File: src/rtl/precision_cfg_loader_if.sv
// Config-word handshake bundle between a producer (master) and the loader (slave).
interface precision_cfg_loader_if #(
    parameter int CNT_W = 16
);
    logic             cfg_valid;
    logic             cfg_ready;
    logic [3:0]       cfg_in_signed;
    logic [3:0]       cfg_weight_signed;
    logic [CNT_W-1:0] cfg_count;

    modport master (
        output cfg_valid,
        output cfg_in_signed,
        output cfg_weight_signed,
        output cfg_count,
        input  cfg_ready
    );

    modport slave (
        input  cfg_valid,
        input  cfg_in_signed,
        input  cfg_weight_signed,
        input  cfg_count,
        output cfg_ready
    );
endinterface

File: src/rtl/precision_cfg_loader.sv
// Two-slot (active + pending) layer precision loader. Decodes per-brick sign
// masks into one-hot operand widths, counts down the layer's compute steps and
// keeps sticky error flags for malformed words and stray steps.
module precision_cfg_loader #(
    parameter int CNT_W = 16
) (
    input  logic                       clk,
    input  logic                       reset,
    precision_cfg_loader_if.slave      cfg,
    input  logic                       step,
    input  logic                       err_clear,
    output logic                       active_valid,
    output logic [3:0]                 in_width,
    output logic [3:0]                 weight_width,
    output logic [CNT_W-1:0]           remaining,
    output logic                       layer_done,
    output logic [3:0]                 err_code
);

    logic             active_valid_q, active_valid_d;
    logic [3:0]       in_width_q, in_width_d;
    logic [3:0]       weight_width_q, weight_width_d;
    logic [CNT_W-1:0] remaining_q, remaining_d;
    logic             pend_full_q, pend_full_d;
    logic [3:0]       pend_in_q, pend_in_d;
    logic [3:0]       pend_wt_q, pend_wt_d;
    logic [CNT_W-1:0] pend_cnt_q, pend_cnt_d;
    logic             layer_done_q, layer_done_d;
    logic [3:0]       err_code_q, err_code_d;
    logic             cfg_ready_q, cfg_ready_d;

    logic [3:0] dec_in, dec_wt;
    logic       hs, legal, finish, active_free;

    // Mask decode: only the three brick groupings map to a width; zero means illegal.
    always_comb begin
        dec_in = 4'b0000;
        case (cfg.cfg_in_signed)
            4'b1111: dec_in = 4'b0010;
            4'b1010: dec_in = 4'b0100;
            4'b1000: dec_in = 4'b1000;
            default: dec_in = 4'b0000;
        endcase
        dec_wt = 4'b0000;
        case (cfg.cfg_weight_signed)
            4'b1111: dec_wt = 4'b0010;
            4'b1010: dec_wt = 4'b0100;
            4'b1000: dec_wt = 4'b1000;
            default: dec_wt = 4'b0000;
        endcase
    end

    // Slot bookkeeping: decide where an accepted word lands and how the active layer advances.
    always_comb begin
        hs          = cfg.cfg_valid && cfg_ready_q;
        legal       = (dec_in != 4'b0000) && (dec_wt != 4'b0000) && (cfg.cfg_count != '0);
        finish      = step && active_valid_q && (remaining_q == CNT_W'(1));
        active_free = !active_valid_q || (finish && !pend_full_q);

        active_valid_d = active_valid_q;
        in_width_d     = in_width_q;
        weight_width_d = weight_width_q;
        remaining_d    = remaining_q;
        pend_full_d    = pend_full_q;
        pend_in_d      = pend_in_q;
        pend_wt_d      = pend_wt_q;
        pend_cnt_d     = pend_cnt_q;
        layer_done_d   = finish;

        if (finish) begin
            // Outputs must read zero while idle, so a finishing layer clears its fields.
            active_valid_d = 1'b0;
            in_width_d     = 4'b0000;
            weight_width_d = 4'b0000;
            remaining_d    = '0;
            if (pend_full_q) begin
                active_valid_d = 1'b1;
                in_width_d     = pend_in_q;
                weight_width_d = pend_wt_q;
                remaining_d    = pend_cnt_q;
                pend_full_d    = 1'b0;
            end
        end else if (step && active_valid_q) begin
            remaining_d = remaining_q - CNT_W'(1);
        end

        if (hs && legal) begin
            if (active_free) begin
                active_valid_d = 1'b1;
                in_width_d     = dec_in;
                weight_width_d = dec_wt;
                remaining_d    = cfg.cfg_count;
            end else begin
                pend_full_d = 1'b1;
                pend_in_d   = dec_in;
                pend_wt_d   = dec_wt;
                pend_cnt_d  = cfg.cfg_count;
            end
        end

        cfg_ready_d = !pend_full_d;

        // Clear first so a flag raised at the same edge survives the clear.
        err_code_d = err_clear ? 4'b0000 : err_code_q;
        if (hs && !legal) begin
            if (dec_in == 4'b0000)      err_code_d[0] = 1'b1;
            if (dec_wt == 4'b0000)      err_code_d[1] = 1'b1;
            if (cfg.cfg_count == '0)    err_code_d[2] = 1'b1;
        end
        if (step && !active_valid_q) err_code_d[3] = 1'b1;
    end

    // State registers with synchronous reset that overrides every input.
    always_ff @(posedge clk) begin
        if (reset) begin
            active_valid_q <= 1'b0;
            in_width_q     <= 4'b0000;
            weight_width_q <= 4'b0000;
            remaining_q    <= '0;
            pend_full_q    <= 1'b0;
            pend_in_q      <= 4'b0000;
            pend_wt_q      <= 4'b0000;
            pend_cnt_q     <= '0;
            layer_done_q   <= 1'b0;
            err_code_q     <= 4'b0000;
            cfg_ready_q    <= 1'b0;
        end else begin
            active_valid_q <= active_valid_d;
            in_width_q     <= in_width_d;
            weight_width_q <= weight_width_d;
            remaining_q    <= remaining_d;
            pend_full_q    <= pend_full_d;
            pend_in_q      <= pend_in_d;
            pend_wt_q      <= pend_wt_d;
            pend_cnt_q     <= pend_cnt_d;
            layer_done_q   <= layer_done_d;
            err_code_q     <= err_code_d;
            cfg_ready_q    <= cfg_ready_d;
        end
    end

    // Drive outputs straight from the registers.
    always_comb begin
        cfg.cfg_ready = cfg_ready_q;
        active_valid  = active_valid_q;
        in_width      = in_width_q;
        weight_width  = weight_width_q;
        remaining     = remaining_q;
        layer_done    = layer_done_q;
        err_code      = err_code_q;
    end

endmodule

File: src/flat_wrapper.sv
// flat-port wrapper written by rule: the top's interface ports become plain ports
module precision_cfg_loader_flat 
#(
    parameter int CNT_W = 16
)
  (clk, reset, step, err_clear, active_valid, in_width, weight_width, remaining, layer_done, err_code, cfg_cfg_valid, cfg_cfg_in_signed, cfg_cfg_weight_signed, cfg_cfg_count, cfg_cfg_ready);
  precision_cfg_loader_if #(.CNT_W(CNT_W)) cfg_i ();
  input  logic clk;
  input  logic reset;
  input  logic step;
  input  logic err_clear;
  output logic active_valid;
  output logic [3:0] in_width;
  output logic [3:0] weight_width;
  output logic [CNT_W-1:0] remaining;
  output logic layer_done;
  output logic [3:0] err_code;
  input wire logic [$bits(cfg_i.cfg_valid)-1:0] cfg_cfg_valid;
  input wire logic [$bits(cfg_i.cfg_in_signed)-1:0] cfg_cfg_in_signed;
  input wire logic [$bits(cfg_i.cfg_weight_signed)-1:0] cfg_cfg_weight_signed;
  input wire logic [$bits(cfg_i.cfg_count)-1:0] cfg_cfg_count;
  output wire logic [$bits(cfg_i.cfg_ready)-1:0] cfg_cfg_ready;
  assign cfg_i.cfg_valid = cfg_cfg_valid;
  assign cfg_i.cfg_in_signed = cfg_cfg_in_signed;
  assign cfg_i.cfg_weight_signed = cfg_cfg_weight_signed;
  assign cfg_i.cfg_count = cfg_cfg_count;
  assign cfg_cfg_ready = cfg_i.cfg_ready;
  precision_cfg_loader #(.CNT_W(CNT_W)) u_core (.clk(clk), .reset(reset), .cfg(cfg_i), .step(step), .err_clear(err_clear), .active_valid(active_valid), .in_width(in_width), .weight_width(weight_width), .remaining(remaining), .layer_done(layer_done), .err_code(err_code));
endmodule
File: config.mk
export PLATFORM = sky130hd
export DESIGN_NAME = precision_cfg_loader_flat
export DESIGN_NICKNAME = d
export VERILOG_FILES = /design/src/rtl/precision_cfg_loader_if.sv /design/src/rtl/precision_cfg_loader.sv /design/src/flat_wrapper.sv
export SDC_FILE = /design/constraint.sdc
export NUM_CORES = 1
export LEC_CHECK = 0
export BUFFER_PORTS_ARGS = -buffer_cell sky130_fd_sc_hd__buf_4
export CORE_UTILIZATION = 49
export DETAILED_ROUTE_END_ITERATION = 8
export GPL_TIMING_DRIVEN = 0
export HOLD_SLACK_MARGIN = 0.03
export PLACE_DENSITY_LB_ADDON = 0.12
export SETUP_SLACK_MARGIN = 0.5
export SLEW_MARGIN = 10
export SYNTH_ARGS = -nofsm -noshare
export SYNTH_HDL_FRONTEND = slang
export SYNTH_SLANG_ARGS = --single-unit
File: constraint.sdc
create_clock -name clk -period 2.2 [get_ports clk]
set_input_delay 0.33 -clock clk [delete_from_list [all_inputs] [get_ports clk]]
set_output_delay 0.33 -clock clk [all_outputs]
set_load 0.02 [all_outputs]
After elaboration in Yosys (flattened, before gate mapping)

Index checks and enable logic that the tools add are counted.
W data, S select, Z words.

Bits in registers: 56
Input port bits: 29
Output and inout port bits: 31
Logic and storage cells: 71

Add/sub/neg operators: 1
Equality and inequality tests: 7
Muxes and demuxes: 28
Bitwise operators: 1
Reduce and logical (&&, ||, !) cells: 22

Operator list:

| kind                    | count |
|---|---|
| $mux W16                | 5 |
| $mux W4                 | 9 |
| $eq A4 B4 Y1 const B    | 6 |
| $pmux W4 S3             | 2 |
| $eq A16 B1 Y1 const B   | 1 |
| $logic_not A16 Y1       | 1 |
| $reduce_bool A16 Y1     | 1 |
| $sub A16 B1 Y16 const B | 1 |
| $mux W1                 | 11 |
| $logic_and A1 B1 Y1     | 9 |
| $logic_not A4 Y1        | 2 |
| $reduce_bool A4 Y1      | 2 |
| $logic_not A1 Y1        | 4 |
| $mux W3                 | 1 |
| $reduce_and A2 Y1       | 1 |
| $reduce_bool A2 Y1      | 1 |
| $logic_or A1 B1 Y1      | 1 |
| $not A1 Y1              | 1 |

Depth between registers and ports, before layout

Gate-level depths: netlist (run 1).

Word-level depth: 8
Gate-level depth with buffers: 9
Depth with buffers taken out: 7

Worst setup path after synthesis (run 1)

Ideal clock, no wire load.

Kind: register -> register
Start: register u_core.remaining_q[4], in the netlist u_core.remaining[4]
End: register u_core.remaining_q[5], in the netlist u_core.remaining[5]
Setup time: 75 ps
Arrival time: 2114 ps
Data required time: 2125 ps
Slack: 11 ps
Stages on the path, launching flop included: 8
Path buffers: 2
Clock period less this slack: 2189 ps
Cells stage by stage: dfxtp_1 > or4_1 > buf_2 > nor3_4 > nand2_1 > buf_4 > mux2_4 > o22ai_1

Longest elaborated chain between the ends: 6
Elaborated cells on any way between the ends: 9
Classes of those cells: add/sub (1); eq/ne (1); mux (4); reduce/logical (3)

RTL lines:

| what                                                                    | RTL line                    | source |
|---|---|---|
| start, declared                                                         | precision_cfg_loader.sv:23  | `logic [CNT_W-1:0] remaining_q, remaining_d;` |
| start signal, assigned                                                  | precision_cfg_loader.sv:131 | `remaining_q <= remaining_d;` |
| parallel branches: the longest is 5 deep, another holds $sub A16 B1 Y16 | -                           |  |
| $mux W16 *                                                              | precision_cfg_loader.sv:87  | `if (hs && legal) begin` |

Mark *: on every way between the ends.
A chain may end at the register's enable or synchronous reset.

Worst setup path in the final report (run 1)

Start: register u_core.remaining_q[12], in the netlist u_core.remaining[12]
End: register u_core.pend_cnt_q[1]

Longest elaborated chain between the ends: 6

RTL lines:

| what                        | RTL line                    | source |
|---|---|---|
| $eq A16 B1 Y1               | precision_cfg_loader.sv:57  | `finish = step && active_valid_q && (remaining_q == CNT_W'(1));` |
| $logic_and A1 B1 Y1         | precision_cfg_loader.sv:57  |  |
| $logic_and A1 B1 Y1         | precision_cfg_loader.sv:58  | `active_free = !active_valid_q \|\| (finish && !pend_full_q);` |
| $logic_or A1 B1 Y1          | precision_cfg_loader.sv:58  |  |
| $not A1 Y1 (no line)        | -                           |  |
| $reduce_and A2 Y1 (no line) | -                           |  |
| end signal, assigned        | precision_cfg_loader.sv:135 | `pend_cnt_q <= pend_cnt_d;` |
| end, declared               | precision_cfg_loader.sv:27  | `logic [CNT_W-1:0] pend_cnt_q, pend_cnt_d;` |

Every way passes these cells.

==> results.md, run 1 <==
* Inserted Diodes at 0
* RSZ-0062 raised after global routing: yes
* Worst-path clk slew at 100 ps
* CTS root buf: clkbuf_8
* Slew HR at 59.5%
* Vias in the first global route at 2995
* TritonCTS Buffers at 5
* Post-Synth XOR/XNOR Area at 3.49%
* Rows at 26
* Synth top area cells: dfxtp_1 (39%), nand3_1 (8.7%), a21oi_1 (6.9%), o21ai_0 (4.5%), nand2_1 (4.3%)
* Post-synthesis compound-gate area fraction at 21.7%
* HP Class: in -> reg
* Initial antenna violation count at 0
* Sequential share of the synthesized area at 39.1%
* Largest family of logic cells by synthesized area: simple AND/OR/NAND/NOR gates
* P_int at 1410 uW
* Iter 0 DRT Violations at 389
* Post-synth EDFFs at 0
* Max Fclk at 0.460 GHz
* Crit share post-route at 98.9%
* Layout cells sized above 1 at 37.0%
* Max Slew Vio Count at 0
* I/O Buffers at 59
* Worst path depth at 8
* Distinct cell type count after synthesis at 51
* I/O pins at 60
* Ys Warns at 0
* Adder-Cell Fraction of Synth Area at 0.906%
* Status: completed
* Hold Path Stages at 3
* Reg power frac at 52.5%
* H-tree levels at 2
* Worst path slowest cell: nor4_1
* GPL Wtd Cong at 0.957
* DRC at 0
* PnR worst setup slack at 23.9 ps
* Area growth, synth to finish at 44.5%
* FF-to-FF path depth at 8
* Core Region at 5270 um2
* Critical Path Start Type: register
* Setup CP Type: reg -> reg
* Prevailing post-synth register cell: dfxtp_1
* Final ANT Viol Nets at 0
* CTS max path bufs at 2
* Leak at 0.00147 uW
* Critical Path Max Stage Delay at 460 ps
* DP Worst Slack at -391 ps
* Synth Register Bits at 54
* Die Height at 77.1 um
* Fraction of registers with async set/reset at 0%
* Max-Cap Viols at 0
* Logic pwr share at 10.7%
* Switching share of power at 25.4%
* Clock sinks at 54
* Share of the synthesized area in the top cell type at 39.1%
* Clock share of power at 36.8%
* Worst-skew pair later-pin latency at 320 ps
* Most frequent cell after synthesis: dfxtp_1
* Maximum vdd drop at 0.352 mV
* First-pass GRT wire length at 15.4 mm
* CP Capture Type: register
* Post-synthesis net count at 377
* Initial core utilization at 52.4%
* Post-Syn Area at 2760 um2
* Data arrival, critical path at 2420 ps
* Simple-gate portion of the synthesized area at 28.1%
* WP data required at 2450 ps
* Clock skew at 9.76 ps
* Tot GR Track Use at 33.3%
* Vias/cell at 6.41
* Crit-path max FO at 10
* Placed Instances at 475
* Final setup fails at 0
* Fin. Hold Viols at 0
* Mux contribution to synthesized area at 1.36%
* Post-DP HPWL at 6.53 mm
* Post-Syn Instances at 346
* Final WL at 10.0 mm
* Delay-heaviest family, CP: simple AND/OR/NAND/NOR gates
* Die area at 5940 um2
* Fillers at 379
* Router iterations before antenna repair at 6
* Non-filler cells, final at 511
* CTS tree: built
* Sw Pwr at 479 uW
* Mean Syn Cell Area at 7.98 um2
* Crit path time final at 2180 ps
* GRT overflow at 0
* Hold_buf cts at 0
* Chip width at 77.1 um
* Routed WL per cell at 19.6 um
* Power density cells at 473 nW/um2
* Dominant cell type by area after synthesis: dfxtp_1
* Power, Total at 1890 uW
* Largest net degree at the start of global routing at 18
* CP Cell Sequence: nor4_1 -> and2_1 -> buf_2 -> a31o_4 -> buf_6 -> clkbuf_16 -> o21ai_0 -> a21oi_1
* Nets at 471
* Buf+Inv Stages, Crit Path at 3
* DR vias at 3277
* Worst-Margin Slew at 608 ps
* Most frequent cells after synthesis: dfxtp_1 (54), nand3_1 (48), a21oi_1 (38)
## kinds of logic after synthesis
family	count (synthesis)
compound gates	96
fa+ha+maj	2
simple gates	146
xor+xnor	11
mux	3
flops	54
buf+inv	34
## worst min-delay path, cell delays in order
cell and delay [ps]:
buf_4 120, nand3_1 60, a21oi_1 50
## layout by cell type, fill, tap and decap left out, types with 9 or more instances in the layout
master    instances
buf_4            81
dfxtp_1          45
nand3_1          44
a21oi_1          36
nand2_1          30
o21ai_0          20
nor2_1           13
clkbuf_1         12
nor3_1           10
buf_6             9
## what timing repair did
| item | 4_1_cts | 5_1_grt |
|---|---|---|
| endpoints found under the hold margin | 0 | 0 |
| endpoints found under the setup margin | 50 | 50 |
| cloned | 2 | 1 |
| setup buffers | 16 | 9 |
| pin swaps | 12 | 8 |
| gates resized for setup | 41 | 18 |
## metrics by stage
| step | instance area (um2) | setup TNS, ps | util (%) | hold slack (ps) |
|---|---|---|---|---|
| 6_report | 3990 | 0 | 75.7 | 290 |
| 5_1_grt | 3990 | -767 | 75.7 | 294 |
| 4_1_cts | 3830 | 0 | 72.7 | 290 |
| 3_5_place_dp | 3380 | -11010 | 64.1 | 467 |
| 3_3_place_gp | 3380 | -10730 | 64.1 | 455 |
| 2_1_floorplan | 2850 | 0 | - | 450 |
## power by group through the flow
| stage | registers [uW] | logic [uW] | clock network [uW] |
|---|---|---|---|
| after floorplan | 1020 | 66.9 | 0 |
| after global placement | 1010 | 166 | 0 |
| after detailed placement | 1020 | 167 | 0 |
| after CTS | 989 | 187 | 686 |
| after global routing | 992 | 214 | 734 |
| final | 990 | 202 | 693 |
## cell type report
| type | instances | area (um2) | share of cell area (%) |
|---|---|---|---|
| plain buffers | 27 | 186 | 4.67 |
| clock buffers | 5 | 68.8 | 1.72 |
| clock inverters | 3 | 43.8 | 1.10 |
| inverters | 7 | 26.3 | 0.659 |
| multi-input cells | 258 | 1770 | 44.3 |
| flip-flops and latches | 54 | 1100 | 27.6 |
| well taps | 70 | 87.6 | 2.20 |
| repair buffers | 87 | 706 | 17.7 |
## worst paths after layout
kind	startpoint	end	slack, ps
hold / removal	cfg_cfg_count[12]	u_core.pend_cnt_q[12]	290
setup / recovery	u_core.remaining[12]	u_core.pend_cnt_q[1]	20
setup reg to reg	u_core.remaining[12]	u_core.pend_cnt_q[1]	20
hold reg to reg	u_core.pend_cnt_q[0]	u_core.pend_cnt_q[0]	480
## registers in the layout, indices dropped and copies added, names as in the netlist
signal                flops
u_core.weight_width       4
u_core.err_code           4
u_core.pend_in_q          3
u_core.pend_cnt_q        16
u_core.remaining         16
u_core.pend_full_q        1
u_core.active_valid       1
u_core.layer_done         1
u_core.pend_wt_q          3
u_core.cfg.cfg_ready      1
u_core.in_width           4
## layer usage
metal / vias to the layer above / track usage, % / wire length [um]
met3: 41 / 7.02 / 1000
met4: 0 / 14.2 / 379
met5: - / 0 / 0
met1: 1519 / 44.3 / 4050
met2: 235 / 52.0 / 4560
li1: 1482 / - / -
Note: power is estimated with default switching activity, not from simulation.
==> inputs of run 2 (changes only) <==
- CORE_UTILIZATION: 49 -> 51
- CTS_BUF_LIST: default -> sky130_fd_sc_hd__clkbuf_8
==> run 2 against run 1 <==
Compared with the run above: the run now ends with setup timing left; power down 4.7%; clock skew decreased by 7.6 ps; sequential share of layout area fell by 2.3 points; cell area increased by 9.1%; flip-flop and latch count stayed put; clock power is 16% lower; cell count increased by 1.4%; non-clock buffer count up 7; critical path depth rose by 1; count of clock-buffer cells in the layout increased by 1; global-route usage increased by 4.5 points; critical endpoint is now u_core.remaining[13].
==> results.md, run 2 (synthesis gave the netlist of run 1 again) <==
* Critical Path Start Type: register
* Max Slew Vio Count at 0
* Chip width at 75.6 um
* TritonCTS Buffers at 5
* Most common cell after layout, fill and taps aside: buf_4
* Most frequent cells in the layout: buf_4 (81), dfxtp_1 (45), nand3_1 (37)
* CTS root buf: clkbuf_8
* WHS at 299 ps
* I/O Buffers at 59
* Router iterations before antenna repair at 5
* PnR worst setup slack at -80.7 ps
* DR vias at 3606
* Status: finished with violations
* H-tree levels at 2
* DP Worst Slack at -371 ps
* Violated checks: setup timing
* FF-to-FF path depth at 9
* Vias in the first global route at 3023
* Die area at 5710 um2
* Initial antenna violation count at 0
* Hold_buf cts at 0
* Rows at 26
* Slew HR at 46.9%
* Largest net degree at the start of global routing at 16
* Final setup fails at 5
* GPL Wtd Cong at 0.925
* Worst-skew pair later-pin latency at 310 ps
* CTS max path bufs at 2
* Hold Path End: u_core.pend_cnt_q[11]
* Crit share post-route at 104%
* Final ANT Viol Nets at 0
* Power density cells at 413 nW/um2
* DRC at 0
* Inserted Diodes at 0
* Fillers at 270
* CTS tree: built
* Maximum vdd drop at 0.366 mV
* Crit path time final at 2280 ps
* RSZ-0062 raised after global routing: yes
* Max-Cap Viols at 0
* Setup TNS Final at -159 ps
* Nets at 478
* Crit Reg-Reg Endpoint: u_core.remaining[13]
* Clock skew at 2.12 ps
* Fin. Hold Viols at 0
* Crit-path max FO at 10
* Data arrival, critical path at 2520 ps
* Power, Total at 1800 uW
* Worst-path clk slew at 90 ps
* Clock sinks at 54
* Layout cells sized above 1 at 46.7%
* Final Core Density at 84.2%
* Vias/cell at 6.96
* First-pass GRT wire length at 15.6 mm
* HP Class: in -> reg
* Hold Path Stages at 3
* I/O pins at 60
* WP data required at 2440 ps
* Max Fclk at 0.438 GHz
* Tot GR Track Use at 37.8%
* Core Region at 5170 um2
* FF-to-FF Start: u_core.remaining[12]
* CP Capture Type: register
* Post-DP HPWL at 6.45 mm
* GRT overflow at 0
* R2r setup slk at -80 ps
* Initial core utilization at 53.4%
* Routed WL per cell at 22.8 um
* Iter 0 DRT Violations at 554
* Setup CP Type: reg -> reg
* Final WL at 11.8 mm
* Worst-Margin Slew at 796 ps
* Area growth, synth to finish at 57.6%
* Die Height at 75.6 um
* Leak at 0.00156 uW
* Hold Path Origin: cfg_cfg_count[11]
-- run 2: changes by cell type in the layout (fill, tap and decap cells not counted), sizes merged --
cell / delta
buf: +11
clkbuf: -3
bufinv: -1
clkinv: +1
clkinvlp: -1
-- run 2: critical path, stage by stage, from the launching register on --
cell     delay, ps
dfxtp_1        380
nor4_2         380
and2_1         200
buf_2          290
a31o_4         250
buf_12         140
buf_6          100
buf_6          120
nand3_1        120
a21oi_1        220
-- run 2: layout make-up --
| type | instances | area (um2) | share of cell area [%] |
|---|---|---|---|
| Inverter | 7 | 26.3 | 0.604 |
| Timing Repair Buffer | 94 | 827 | 19.0 |
| Multi-Input combinational cell | 258 | 2010 | 46.2 |
| Sequential cell | 54 | 1100 | 25.3 |
| Clock buffer | 6 | 82.6 | 1.90 |
| Buffer | 27 | 206 | 4.74 |
| Tap cell | 70 | 87.6 | 2.01 |
| Clock inverter | 2 | 8.76 | 0.201 |
-- run 2: power by group --
part	switching, uW	internal [uW]
registers	9.84	981
clock network	332	251
logic	131	91.4
-- run 2: routing by layer --
metal | wire, um | track usage, %
met1 | 4530 | 51.4
met2 | 5270 | 58.0
met3 | 1360 | 8.07
met4 | 641 | 16.5
met5 | 0 | 0
-- run 2: worst max-delay path by stage --
| stage | start | to | depth (start not counted) | slack (ps) |
|---|---|---|---|---|
| after floorplan | u_core.remaining[9] | u_core.remaining[14] | 5 | 130 |
| after global placement | cfg_cfg_count[7] | u_core.remaining[6] | 8 | -380 |
| final | u_core.remaining[12] | u_core.remaining[13] | 9 | -80 |
| after global routing | u_core.remaining[10] | u_core.remaining[13] | 9 | -120 |
| after CTS | u_core.remaining[10] | u_core.remaining[14] | 5 | 60 |
| after detailed placement | cfg_cfg_count[10] | u_core.remaining[6] | 8 | -370 |
-- run 2: per-stage QoR --
stage                     instances  instance area (um2)
final                           518                 4350
after floorplan                 346                 2850
after global routing            518                 4350
after CTS                       511                 4070
after detailed placement        475                 3380
after global placement          475                 3380
-- run 2: what timing repair did --
item,4_1_cts,5_1_grt
resized for setup,79,62
cloned,6,0
setup endpoints to repair,50,50
pin swaps,28,25
setup buffers,22,7
